### config.mk
export PLATFORM = sky130hd
export DESIGN_NAME = reflet_timer_irq_sched
export DESIGN_NICKNAME = d
export VERILOG_FILES = /design/src/rtl/reflet_timer_irq_sched_pkg.sv /design/src/rtl/reflet_rr_arbiter.sv /design/src/rtl/reflet_timer_irq_sched.sv
export SDC_FILE = /design/constraint.sdc
export NUM_CORES = 1
export LEC_CHECK = 0
export ABC_CLOCK_PERIOD_IN_PS = 3900
export BUFFER_PORTS_ARGS = -buffer_cell sky130_fd_sc_hd__clkbuf_2
export CAP_MARGIN = 20
export CORE_MARGIN = 2
export CORE_UTILIZATION = 57
export DETAILED_ROUTE_END_ITERATION = 10
export PLACE_DENSITY = 0.85
export REMOVE_ABC_BUFFERS = 1
export SYNTH_ARGS = -nofsm -noshare
export SYNTH_HDL_FRONTEND = slang
export SYNTH_HIERARCHICAL = 1
export SYNTH_SLANG_ARGS = --single-unit
### constraint.sdc
create_clock -name clk -period 3.9 [get_ports clk]
set_clock_uncertainty 0.15 [all_clocks]
set_input_delay 0.195 -clock clk [delete_from_list [all_inputs] [get_ports clk]]
set_output_delay 0.195 -clock clk [all_outputs]
set_load 0.02 [all_outputs]
### src/rtl/reflet_timer_irq_sched_pkg.sv
// Shared definitions for the timer interrupt scheduler:
// register offsets, FSM encodings and CURRENT field layout.
package reflet_timer_irq_sched_pkg;

    localparam logic [1:0] OFF_PENDING = 2'd0;
    localparam logic [1:0] OFF_MASK    = 2'd1;
    localparam logic [1:0] OFF_CURRENT = 2'd2;
    localparam logic [1:0] OFF_OVERRUN = 2'd3;

    localparam int CUR_VALID_BIT = 7;
    localparam int IDX_W         = 3;

    typedef enum logic [1:0] {
        ST_IDLE  = 2'd0,
        ST_SERVE = 2'd1,
        ST_GAP   = 2'd2
    } state_t;

endpackage

### src/rtl/reflet_rr_arbiter.sv
// Combinational round-robin arbiter: lowest request at or above
// the pointer wins, otherwise the lowest request overall.
module reflet_rr_arbiter #(
    parameter int width = 4
) (
    input  logic [width-1:0] req,
    input  logic [2:0]       ptr,
    output logic [width-1:0] grant,
    output logic [2:0]       index
);

    always_comb begin
        index = '0;
        for (int i = width - 1; i >= 0; i--) begin
            if (req[i]) index = 3'(i);
        end
        // second pass overrides with the first hit at or above ptr
        for (int i = width - 1; i >= 0; i--) begin
            if (req[i] && (i >= int'(ptr))) index = 3'(i);
        end
    end

    always_comb begin
        grant = '0;
        for (int i = 0; i < width; i++) begin
            grant[i] = req[i] && (index == 3'(i));
        end
    end

endmodule

### src/rtl/reflet_timer_irq_sched.sv
// Timer interrupt scheduler: latches timer pulses, masks them and
// grants one source at a time to the CPU until software acks it.
module reflet_timer_irq_sched #(
    parameter int base_addr_size = 16,
    parameter logic [base_addr_size-1:0] base_addr = 16'hFF15,
    parameter int nb_sources = 4
) (
    input  logic                      clk,
    input  logic                      reset,
    input  logic                      enable,
    input  logic [base_addr_size-1:0] addr,
    input  logic                      write_en,
    input  logic [7:0]                data_in,
    output logic [7:0]                data_out,
    input  logic [nb_sources-1:0]     timer_irq,
    output logic                      interrupt
);

    import reflet_timer_irq_sched_pkg::*;

    state_t state, state_nxt;

    logic [base_addr_size-1:0] diff;
    logic                      sel;
    logic                      wr;
    logic [1:0]                off;

    logic [nb_sources-1:0] pending;
    logic [nb_sources-1:0] mask;
    logic [nb_sources-1:0] ovr;
    logic [nb_sources-1:0] pend_clr;
    logic [nb_sources-1:0] ovr_clr;
    logic [nb_sources-1:0] cur_hot;
    logic [nb_sources-1:0] grant;
    logic [IDX_W-1:0]      cur_idx;
    logic [IDX_W-1:0]      ptr;
    logic [IDX_W-1:0]      win_idx;
    logic                  ack;
    logic                  src_lost;
    logic                  unused_data;

    assign diff = addr - base_addr;
    assign sel  = enable && (addr >= base_addr)
               && (diff < base_addr_size'(4));
    assign off  = diff[1:0];
    assign wr   = sel && write_en;
    assign ack  = wr && (off == OFF_CURRENT) && (state == ST_SERVE);

    assign unused_data = ^data_in;

    reflet_rr_arbiter #(
        .width(nb_sources)
    ) u_arb (
        .req  (pending & mask),
        .ptr  (ptr),
        .grant(grant),
        .index(win_idx)
    );

    always_comb begin
        pend_clr = '0;
        ovr_clr  = '0;
        cur_hot  = '0;
        for (int i = 0; i < nb_sources; i++) begin
            cur_hot[i]  = (cur_idx == IDX_W'(i));
            pend_clr[i] = (wr && (off == OFF_PENDING) && data_in[i])
                       || (ack && cur_hot[i]);
            ovr_clr[i]  = wr && (off == OFF_OVERRUN) && data_in[i];
        end
    end

    assign src_lost = ~|(pending & mask & cur_hot);

    always_ff @(posedge clk or negedge reset) begin
        if (!reset) begin
            state <= ST_IDLE;
        end else begin
            state <= state_nxt;
        end
    end

    always_comb begin
        state_nxt = state;
        unique case (state)
            ST_IDLE:  if (|grant) state_nxt = ST_SERVE;
            ST_SERVE: if (ack || src_lost) state_nxt = ST_GAP;
            ST_GAP:   state_nxt = ST_IDLE;
            default:  state_nxt = ST_IDLE;
        endcase
    end

    always_comb begin
        interrupt = (state == ST_SERVE);
    end

    // a new pulse always beats a same-cycle clear and then flags no overrun
    always_ff @(posedge clk or negedge reset) begin
        if (!reset) begin
            pending <= '0;
            mask    <= '0;
            ovr     <= '0;
            cur_idx <= '0;
            ptr     <= '0;
        end else begin
            pending <= timer_irq | (pending & ~pend_clr);
            ovr     <= (timer_irq & pending & ~pend_clr) | (ovr & ~ovr_clr);
            if (wr && (off == OFF_MASK)) mask <= data_in[nb_sources-1:0];
            if ((state == ST_IDLE) && |grant) cur_idx <= win_idx;
            if (ack) begin
                ptr <= (cur_idx == IDX_W'(nb_sources - 1))
                     ? '0 : cur_idx + 1'b1;
            end
        end
    end

    always_comb begin
        data_out = '0;
        if (sel) begin
            unique case (off)
                OFF_PENDING: data_out = 8'(pending);
                OFF_MASK:    data_out = 8'(mask);
                OFF_CURRENT: begin
                    data_out[CUR_VALID_BIT] = (state == ST_SERVE);
                    data_out[IDX_W-1:0]     = cur_idx;
                end
                OFF_OVERRUN: data_out = 8'(ovr);
                default:     data_out = '0;
            endcase
        end
    end

endmodule

==> results of run 1 <==
==> how the worst max path moves through the flow <==
stage	depth (start not counted)	to	slack [ns]	from
5_1_grt	7	cur_idx[0]$_DFFE_PN0P_	0.94	pending[1]$_DFF_PN0_
6_report	7	cur_idx[0]$_DFFE_PN0P_	1.12	pending[1]$_DFF_PN0_
3_3_place_gp	7	cur_idx[1]$_DFFE_PN0P_	1.20	pending[1]$_DFF_PN0_
3_5_place_dp	7	cur_idx[1]$_DFFE_PN0P_	1.14	pending[1]$_DFF_PN0_
2_1_floorplan	7	cur_idx[0]$_DFFE_PN0P_	1.37	pending[1]$_DFF_PN0_
4_1_cts	7	cur_idx[1]$_DFFE_PN0P_	1.13	pending[1]$_DFF_PN0_
==> power by group <==
part           switching (W)  total (W)  internal [W]
sequential        0.00000113   0.000209      0.000208
clock              0.0000636  0.0000996     0.0000360
combinational      0.0000319  0.0000555     0.0000236
==> worst register-to-register path, cell delays in order (launching register included) <==
cell,delay (ns)
sky130_fd_sc_hd__dfrtp_1,0.44
sky130_fd_sc_hd__and2_1,0.23
sky130_fd_sc_hd__nor4b_1,0.26
sky130_fd_sc_hd__a211o_1,0.17
sky130_fd_sc_hd__o21a_2,0.16
sky130_fd_sc_hd__and3b_1,0.17
sky130_fd_sc_hd__o41ai_1,0.69
sky130_fd_sc_hd__mux2_2,0.41
==> cells in the final DEF (no fill, tap or decap), drive strengths merged, types with 8 or more instances in the layout <==
master,instances
inv,9
nand2,15
a21oi,10
nor2b,13
nor2,14
o21ai,8
clkbuf,36
dfrtp,20
mux2,10
==> through the flow <==
step	hold WS [ns]	cell area, sq um	power [W]	instances
floorplan	-0.251	1510	0.000237	162
global placement	0.0343	1710	0.000264	225
detailed placement	0.0437	1710	0.000266	225
CTS	0.0101	1760	0.000364	230
global route	0.0234	1760	0.000376	230
finish	0.00696	1760	0.000364	230
==> per-layer routing <==
metal	part of all wire (%)	global-route usage [%]	wire length, microns
met5	0	0	0
met2	49	40.8	1810
met3	5.9	4.84	216
met1	44	31.8	1610
met4	0.98	8.84	36
==> kinds of logic (layout without fill, tap and decap cells) <==
kind of cell,Yosys count,in the layout,synth area share (%)
AND/OR/NAND/NOR,71,71,27.3
AO/OA/AOI/OAI,39,39,18.2
flip-flops,20,20,32.0
buffers and inverters,18,47,6.00
multiplexers,15,15,12.8
adder cells (fa/ha/maj),4,4,3.20
other,2,4,0.480
==> cell usage after synthesis, drive strengths merged (2+ instances only) <==
cell,number
a2bb2oi,2
nor2b,13
nand4,3
ha,4
mux2,10
mux4,3
dfrtp,20
buf,8
conb,2
mux2i,2
o21a,2
nand2,15
inv,9
o21ai,8
nor2,14
a21oi,10
nand4bb,2
nor4,5
o221ai,2
a2111oi,3
and2,4
nand2b,2
nand3b,4
a211o,2
o41ai,5
==> final cells by class <==
class | instances | area, sq um | share of cell area [%]
timing repair buffer | 35 | 185 | 10.5
tap | 30 | 37.5 | 2.14
multi-input combinational | 133 | 977 | 55.6
inverter | 9 | 33.8 | 1.92
clock buffer | 3 | 22.5 | 1.28
sequential | 20 | 500 | 28.5
==> registers in the layout, summed over array words and instances (netlist names) <==
signal,count
ptr,3
state,2
pending,4
cur_idx,3
ovr,4
mask,4
==> repair_timing <==
action	4_1_cts	5_1_grt
hold buffers	2	0
setup endpoints to repair	0	0
hold endpoints to repair	22	0
==> qor.tcl, run 1 <==
set qor(status) {finished clean}
set qor(cts.sinks) 20
set qor(grt.total_usage_pct) 24.6
set qor(final_layout_size_suffix_gt1_share_pct) 29.5
set qor(cts_htree_levels) 1
set qor(hold_path_depth) 2
set qor(hold_path.class) {input pin to flip-flop}
set qor(wl_final_mm) 3.67
set qor(drc_errors) 0
set qor(die_h_microns) 56.4
set qor(detailedRoute.firstPassIterationCount) 4
set qor(finalWorstSetupSlack_ns) 1.12
set qor(clock_tree_from_tritoncts) {done}
set qor(final.period_utilization_pct) 71.3
set qor(antenna_left) 0
set qor(leakage_nw) 0.770
set qor(max_stage_delay_ns) 0.69
set qor(initial_utilization_pct) 61.5
set qor(critical_path_class) {flip-flop to flip-flop}
set qor(max-slew-margin-rel_pct) 49.2
set qor(utilization_pct) 69.0
set qor(clock.fmax_mhz) 360
set qor(netlist.top_cell.by_area) {sky130_fd_sc_hd__dfrtp_1}
set qor(core_area_sq_um) 2540
set qor(worst_slew_pin_slew_ns) 0.753
set qor(worst_r2r_startpoint) {pending[1]$_DFF_PN0_}
set qor(first_pass_grt_wire_length_mm) 6.27
set qor(cellPowerDensity_nw_per_um2) 207
set qor(core.rowCount) 18
set qor(cp.arrival_ns) 2.83
set qor(grt_antenna_before_repair) 0
set qor(cts-buffers-inserted) 3
set qor(setup.worst_path.start_class) {flip-flop}
set qor(cts_buffer_depth) 2
set qor(vias_after_detailed_routing) 1434
set qor(worst_ir_drop_vdd_uv) 150
set qor(synth.yosys.warnings) 6
set qor(rsz0062_at_grt) {no}
set qor(drt_first_iter_violations) 93
set qor(fin_tns_setup_ns) 0
set qor(first_global_vias) 1422
set qor(die_area_sq_um) 3180
set qor(endpoint_kind) {flip-flop}
set qor(cts.repair.resized) 0
set qor(synth-seq-area-share_pct) 32.0
set qor(finalCriticalPeriod_ns) 2.78
set qor(syn_area_per_cell_sq_um) 9.25
set qor(critical_path.slowest_cell) {sky130_fd_sc_hd__o41ai_1}
set qor(asyncSetResetFlopFracSynth_pct) 100
set qor(synth_seq_cells) 20
set qor(detailedPlace.worstSlack_ns) 1.14
set qor(wl_per_cell_microns) 16.0
set qor(synth_top_cell_area_share_pct) 32.0
set qor(critical_path.cell_chain) {and2_1 > nor4b_1 > a211o_1 > o21a_2 > and3b_1 > o41ai_1 > mux2_2}
set qor(place.gp.congestion) 0.883
set qor(global_route.overflow_total) 0
set qor(vias_per_cell) 6.23
set qor(insertion_delay_ns) 0.30
set qor(final-setup-viol-count) 0
set qor(final_net_count) 238
set qor(port-buffer-count) 33
set qor(post_synth_inst_count) 169
set qor(postCtsSetupRepairBufs) 0
set qor(ant_cells) 0
set qor(unique_cell_type_count_in_the_yosys_netlist) 49
set qor(synth_edf_count) 0
set qor(critical_path_required_ns) 3.94
set qor(dominant_cells_by_area_after_synthesis) {sky130_fd_sc_hd__dfrtp_1 32%, sky130_fd_sc_hd__mux2_2 7.2%, sky130_fd_sc_hd__nor2b_1 4.8%}
set qor(netlist_area_sq_um) 1560
set qor(io_pins) 41
set qor(n_fill_cell) 217
set qor(cpLargestDelayFamily) {compound AO/OA/AOI/OAI gates}
set qor(timing_max_transition_violations_final) 0
set qor(layout_area_overhead_pct) 12.3
set qor(clk_root_buffer_cell) {sky130_fd_sc_hd__clkbuf_4}
set qor(die_width_microns) 56.4
set qor(worstPathMaxFanout) 6
set qor(grt_max_degree) 21
set qor(max_capacitance_violation_count) 0
set qor(timing.critical_path.buf_inv) 0
set qor(cts.clk_slew.worst_paths_ns) 0.12
set qor(critical_path.reg2reg.endpoint) {cur_idx[0]$_DFFE_PN0P_}
set qor(worst_min_delay_path_startpoint) {data_in[2]}
set qor(holdPathEnd) {mask[2]$_DFFE_PN0P_}
set qor(dominantRegCellSynth) {sky130_fd_sc_hd__dfrtp_1}
set qor(report.final.hold_viol_count) 0
set qor(dp.final_hpwl_mm) 2.89
set qor(worstRegToRegCells) 7
set qor(regToRegSetupSlack_ns) 1.12
Power figures use the tool's default switching activity.
==> run 2: changes to the inputs <==
--- a/config.mk
+++ b/config.mk
@@ -5,13 +5,13 @@
 export SDC_FILE = /design/constraint.sdc
 export NUM_CORES = 1
 export LEC_CHECK = 0
-export ABC_CLOCK_PERIOD_IN_PS = 3900
+export ABC_CLOCK_PERIOD_IN_PS = 2750
 export BUFFER_PORTS_ARGS = -buffer_cell sky130_fd_sc_hd__clkbuf_2
 export CAP_MARGIN = 20
 export CORE_MARGIN = 2
-export CORE_UTILIZATION = 57
+export CORE_UTILIZATION = 53
 export DETAILED_ROUTE_END_ITERATION = 10
-export PLACE_DENSITY = 0.85
+export PLACE_DENSITY = 0.8
 export REMOVE_ABC_BUFFERS = 1
 export SYNTH_ARGS = -nofsm -noshare
 export SYNTH_HDL_FRONTEND = slang
==> constraint.sdc (replaced) <==
create_clock -name clk -period 2.75 [get_ports clk]
set_clock_uncertainty 0.15 [all_clocks]
set_input_delay 0.1375 -clock clk [delete_from_list [all_inputs] [get_ports clk]]
set_output_delay 0.1375 -clock clk [all_outputs]
set_load 0.02 [all_outputs]
==> run 2 against run 1 <==
Compared with the run above: cell count increased by 4.3%; design area increased by 4.9%; fmax increased by 7.6%; count of clock-buffer cells in the layout unchanged; critical path depth increased by 1; non-clock buffer count increased by 9; via count increased by 2.9%; critical path type unchanged; largest power group unchanged.
==> qor.tcl, run 2 (synthesis gave the netlist of run 1 again) <==
set qor(cts.repair.resized) 0
set qor(core_area_sq_um) 2780
set qor(status) {finished clean}
set qor(timing_max_transition_violations_final) 0
set qor(detailedPlace.worstSlack_ns) 0.164
set qor(finalCriticalPeriod_ns) 2.58
set qor(place.gp.congestion) 0.921
set qor(leakage_nw) 0.808
set qor(cellPowerDensity_nw_per_um2) 283
set qor(final_layout_size_suffix_gt1_share_pct) 29.2
set qor(worst_ir_drop_vdd_uv) 280
set qor(vias_after_detailed_routing) 1475
set qor(grt_antenna_before_repair) 0
set qor(io_pins) 41
set qor(detailedRoute.firstPassIterationCount) 4
set qor(first_global_vias) 1422
set qor(instances_no_fill) 240
set qor(fin_tns_setup_ns) 0
set qor(first_pass_grt_wire_length_mm) 6.35
set qor(finalHoldWorstSlack_ns) 0.123
set qor(placed_area_sq_um) 1730
set qor(cts_buffer_depth) 2
set qor(worst_slew_pin_slew_ns) 0.604
set qor(finalInstanceArea_sq_um) 1840
set qor(critical_path_class) {flip-flop to flip-flop}
set qor(core.rowCount) 19
set qor(n_fill_cell) 243
set qor(setup.worst_path.start_class) {flip-flop}
set qor(die_area_sq_um) 3400
set qor(grt.total_usage_pct) 24.2
set qor(critical_path_required_ns) 2.80
set qor(hold_path.class) {input pin to flip-flop}
set qor(antenna_left) 0
set qor(worstPathMaxFanout) 6
set qor(rsz0062_at_grt) {no}
set qor(vias_per_cell) 6.15
set qor(port-buffer-count) 33
set qor(die_width_microns) 58.3
set qor(final_cell_mix) {33 x sky130_fd_sc_hd__clkbuf_2, 20 x sky130_fd_sc_hd__dfrtp_1, 15 x sky130_fd_sc_hd__nand2_1}
set qor(dp.final_hpwl_mm) 2.95
set qor(global_route.overflow_total) 0
set qor(cts.sinks) 20
set qor(grt_max_degree) 21
set qor(wl_per_cell_microns) 15.9
set qor(clock.fmax_mhz) 387
set qor(initial_utilization_pct) 56.2
set qor(cts-buffers-inserted) 3
set qor(final.period_utilization_pct) 94.0
set qor(ant_cells) 0
set qor(biggestRegsByFlops) {mask: 4 flops, ovr: 4 flops, pending: 4 flops}
set qor(final_net_count) 247
set qor(clock_tree_from_tritoncts) {done}
set qor(drc_errors) 0
set qor(layout_area_overhead_pct) 17.8
set qor(report.final.hold_viol_count) 0
set qor(die_h_microns) 58.3
set qor(cts_htree_levels) 1
set qor(postCtsSetupRepairBufs) 0
set qor(final_common_cell) {sky130_fd_sc_hd__clkbuf_2}
set qor(drt_first_iter_violations) 89
set qor(max-slew-margin-rel_pct) 59.7
set qor(cp.arrival_ns) 2.63
set qor(max_capacitance_violation_count) 0
set qor(endpoint_kind) {flip-flop}
set qor(clk_root_buffer_cell) {sky130_fd_sc_hd__clkbuf_4}
set qor(cts.clk_slew.worst_paths_ns) 0.10
set qor(finalWorstSetupSlack_ns) 0.166
set qor(insertion_delay_ns) 0.30
set qor(dp.cells) 228
set qor(wl_final_mm) 3.81
set qor(final-setup-viol-count) 0
run 2: cell count changes in the layout (fill, tap and decap cells not counted):
cell                            before  now
sky130_fd_sc_hd__buf_4               0    2
sky130_fd_sc_hd__dlygate4sd3_1       2    9
run 2: cell type report:
| class | count | area (sq um) | share of cell area (%) |
|---|---|---|---|
| inverter | 9 | 33.8 | 1.83 |
| multi-input combinational | 133 | 977 | 53.0 |
| timing repair buffer | 44 | 270 | 14.7 |
| sequential | 20 | 500 | 27.2 |
| clock buffer | 3 | 22.5 | 1.22 |
| tap | 31 | 38.8 | 2.10 |
run 2: final timing paths:
check	from	end	slack, ns	cells past startpoint
worst max-delay path	pending[1]$_DFF_PN0_	cur_idx[1]$_DFFE_PN0P_	0.17	8
worst min-delay path	write_en	pending[0]$_DFF_PN0_	0.12	4
worst max register to register	pending[1]$_DFF_PN0_	cur_idx[1]$_DFFE_PN0P_	0.17	8
worst min register to register	state[1]$_DFFE_PN0P_	state[0]$_DFFE_PN0P_	0.37	1
max in group asynchronous	reset	mask[1]$_DFFE_PN0P_	1.93	2
min in group asynchronous	reset	ovr[1]$_DFF_PN0_	0.17	2
run 2: what timing repair did:
| item | in CTS | in global routing |
|---|---|---|
| hold buffers | 9 | 0 |
| endpoints found under the setup margin | 0 | 0 |
| endpoints found under the hold margin | 29 | 0 |
run 2: through the flow:
stage	total power (W)	utilization [%]
floorplan	0.000336	-
global placement	0.000375	62.2
detailed placement	0.000379	62.2
CTS	0.000524	66.3
global route	0.000551	66.3
finish	0.000522	66.3
run 2: worst max-delay path: stages (launching register included):
cell,delay [ns]
sky130_fd_sc_hd__dfrtp_1,0.44
sky130_fd_sc_hd__and2_1,0.22
sky130_fd_sc_hd__nor4b_1,0.26
sky130_fd_sc_hd__a211o_1,0.20
sky130_fd_sc_hd__o21a_2,0.17
sky130_fd_sc_hd__and3b_1,0.18
sky130_fd_sc_hd__o41ai_1,0.35
sky130_fd_sc_hd__buf_4,0.20
sky130_fd_sc_hd__mux2_2,0.32
run 2: where the power goes:
group / internal (W) / total, W / switching (W)
logic: 0.0000403 / 0.0000868 / 0.0000465
clock network: 0.0000512 / 0.000139 / 0.0000875
registers: 0.000295 / 0.000296 / 0.00000171
total: 0.000386 / 0.000522 / 0.000136
run 2: routing by layer:
layer	GRT usage (%)	vias up	wire (microns)
met3	3.08	9	209
li1	-	696	-
met5	0	-	0
met1	31.5	715	1640
met2	41.4	55	1890
met4	8.64	0	75
==> run 3: changes to the inputs <==
==> constraint.sdc (replaced) <==
create_clock -name clk -period 2.75 [get_ports clk]
set_clock_uncertainty 0.15 [all_clocks]
set_input_delay 0.1375 -clock clk [delete_from_list [all_inputs] [get_ports clk]]
set_output_delay 0.1375 -clock clk [all_outputs]
set_load 0.05 [all_outputs]
==> run 3 against run 2 <==
Compared with the run above: total power is 2.2% higher; largest power group unchanged; first-iteration DRC count decreased by 35%; setup slack got worse by 0.056 ns; critical path depth stayed put; flip-flop and latch count is the same; fmax decreased by 2.1%; largest cell class unchanged; clock power increased by 4%.
==> qor.tcl, run 3 (synthesis gave the netlist of run 1 again) <==
set qor(status) {finished clean}
set qor(pwr-share-clk_pct) 27.1
set qor(clock_tree_from_tritoncts) {done}
set qor(placed_area_sq_um) 1740
set qor(total_design_power_w) 0.000533
set qor(drc_errors) 0
set qor(die_area_sq_um) 3400
set qor(comb_power_share_pct) 17.4
set qor(cts_buffer_depth) 2
set qor(layout_area_overhead_pct) 18.3
set qor(ant_cells) 0
set qor(detailedRoute.firstPassIterationCount) 4
set qor(final_common_cell) {sky130_fd_sc_hd__clkbuf_2}
set qor(worstPathMaxFanout) 6
set qor(report.final.hold_viol_count) 0
set qor(global_route.overflow_total) 0
set qor(final_cell_mix) {33 x sky130_fd_sc_hd__clkbuf_2, 20 x sky130_fd_sc_hd__dfrtp_1, 15 x sky130_fd_sc_hd__nand2_1}
set qor(grt_max_degree) 21
set qor(grtUsageMet2_pct) 39.2
set qor(globalRoute.busiestLayer) {met2}
set qor(place.gp.congestion) 0.915
set qor(max_stage_delay_ns) 0.44
set qor(final.period_utilization_pct) 96.0
set qor(drt_first_iter_violations) 58
set qor(wl_per_cell_microns) 15.7
set qor(die_width_microns) 58.3
set qor(critical_path_required_ns) 2.81
set qor(n_fill_cell) 236
set qor(first_pass_grt_wire_length_mm) 6.24
set qor(antenna_left) 0
set qor(clk_root_buffer_cell) {sky130_fd_sc_hd__clkbuf_4}
set qor(clock.fmax_mhz) 379
set qor(cts.sinks) 20
set qor(core_area_sq_um) 2780
set qor(finalWorstSetupSlack_ns) 0.110
set qor(switchingPower_w) 0.000147
set qor(cts_htree_levels) 1
set qor(internal_power_w) 0.000387
set qor(grt.met1_usage_pct) 31.3
set qor(hold_path_depth) 4
set qor(critical_path.slowest_cell) {sky130_fd_sc_hd__dfrtp_1}
set qor(wl_final_mm) 3.78
set qor(cp.arrival_ns) 2.70
set qor(seqPwrFrac_pct) 55.6
set qor(critical_path_class) {flip-flop to flip-flop}
set qor(port-buffer-count) 33
set qor(die_h_microns) 58.3
set qor(hold_path.class) {input pin to flip-flop}
set qor(finalInstanceArea_sq_um) 1850
set qor(max-slew-margin-rel_pct) 59.6
set qor(endpoint_kind) {flip-flop}
set qor(vias_per_cell) 6.01
set qor(postCtsSetupRepairBufs) 0
set qor(leakage_nw) 0.812
set qor(worst_ir_drop_vdd_uv) 359
set qor(finalCriticalPeriod_ns) 2.64
set qor(timing_max_transition_violations_final) 0
set qor(first_global_vias) 1404
set qor(cts-buffers-inserted) 3
set qor(insertion_delay_ns) 0.32
set qor(biggestRegsByFlops) {mask: 4 flops, ovr: 4 flops, pending: 4 flops}
set qor(use_met3_pct) 3.96
set qor(vias_after_detailed_routing) 1448
set qor(cts.clk_slew.worst_paths_ns) 0.11
set qor(io_pins) 41
set qor(core.rowCount) 19
set qor(initial_utilization_pct) 56.2
set qor(final_net_count) 248
set qor(worstRegToRegCells) 8
set qor(final_layout_size_suffix_gt1_share_pct) 29.5
set qor(grt.total_usage_pct) 24.0
set qor(max_capacitance_violation_count) 0
set qor(setup.worst_path.start_class) {flip-flop}
set qor(fin_tns_setup_ns) 0
set qor(power.share.switching_pct) 27.5
set qor(cellPowerDensity_nw_per_um2) 288
set qor(grt_antenna_before_repair) 0
set qor(worst_slew_pin_slew_ns) 0.605
set qor(critical_path.cell_chain) {and2_1 > nor4b_1 > a211o_1 > o21a_2 > and3b_1 > o41ai_1 > buf_4 > mux2_2}
set qor(rsz0062_at_grt) {no}
set qor(final-setup-viol-count) 0
set qor(detailedPlace.worstSlack_ns) 0.157
set qor(dp.final_hpwl_mm) 2.91
-- run 3: path summary, 6_finish.rpt --
kind,slack (ns),to,start
min in group asynchronous,0.15,pending[2]$_DFF_PN0_,reset
max in group asynchronous,1.95,ptr[2]$_DFFE_PN0P_,reset
worst max-delay path,0.11,cur_idx[1]$_DFFE_PN0P_,pending[1]$_DFF_PN0_
worst max register to register,0.11,cur_idx[1]$_DFFE_PN0P_,pending[1]$_DFF_PN0_
worst min-delay path,0.1,pending[2]$_DFF_PN0_,write_en
worst min register to register,0.37,state[0]$_DFFE_PN0P_,state[1]$_DFFE_PN0P_
-- run 3: final cells by class --
| type | instances | area, sq um | share of cell area [%] |
|---|---|---|---|
| Multi-Input combinational cell | 133 | 977 | 52.8 |
| Tap cell | 31 | 38.8 | 2.10 |
| Clock buffer | 3 | 22.5 | 1.22 |
| Sequential cell | 20 | 500 | 27.0 |
| Inverter | 9 | 33.8 | 1.83 |
| Timing Repair Buffer | 45 | 278 | 15.0 |
-- run 3: worst max-delay path, delay by kind of cell, from the launching register on --
kind / cells / cell delay, ns
and+or+nand+nor: 3 / 0.72
AOI/OAI and AO/OA: 3 / 0.71
DFF: 1 / 0.44
muxes: 1 / 0.32
buffers and inverters: 1 / 0.19
-- run 3: power groups by stage --
stage | logic [W] | registers (W) | clock network (W)
floorplan | 0.0000400 | 0.000301 | 0
global placement | 0.0000788 | 0.000302 | 0
detailed placement | 0.0000823 | 0.000302 | 0
CTS | 0.0000927 | 0.000296 | 0.000145
global route | 0.000102 | 0.000296 | 0.000161
finish | 0.0000926 | 0.000296 | 0.000144
-- run 3: repair_timing --
item,4_1_cts,5_1_grt
hold buffers,9,0
endpoints found under the hold margin,31,0
setup endpoints to repair,0,0
resized for setup,0,0
-- run 3: per-stage QoR --
step | cells | utilization (%) | hold slack [ns]
after CTS | 241 | 66.5 | 0.0975
final | 241 | 66.5 | 0.0973
after detailed placement | 229 | 62.5 | -0.0171
after floorplan | 162 | - | -0.308
after global routing | 241 | 66.5 | 0.132
after global placement | 229 | 62.5 | -0.0185
-- run 3: routing by layer --
layer	vias to the layer above	routed length (microns)
met4	0	98
met1	683	1620
met2	58	1800
met3	10	260
li1	697	-
met5	-	0
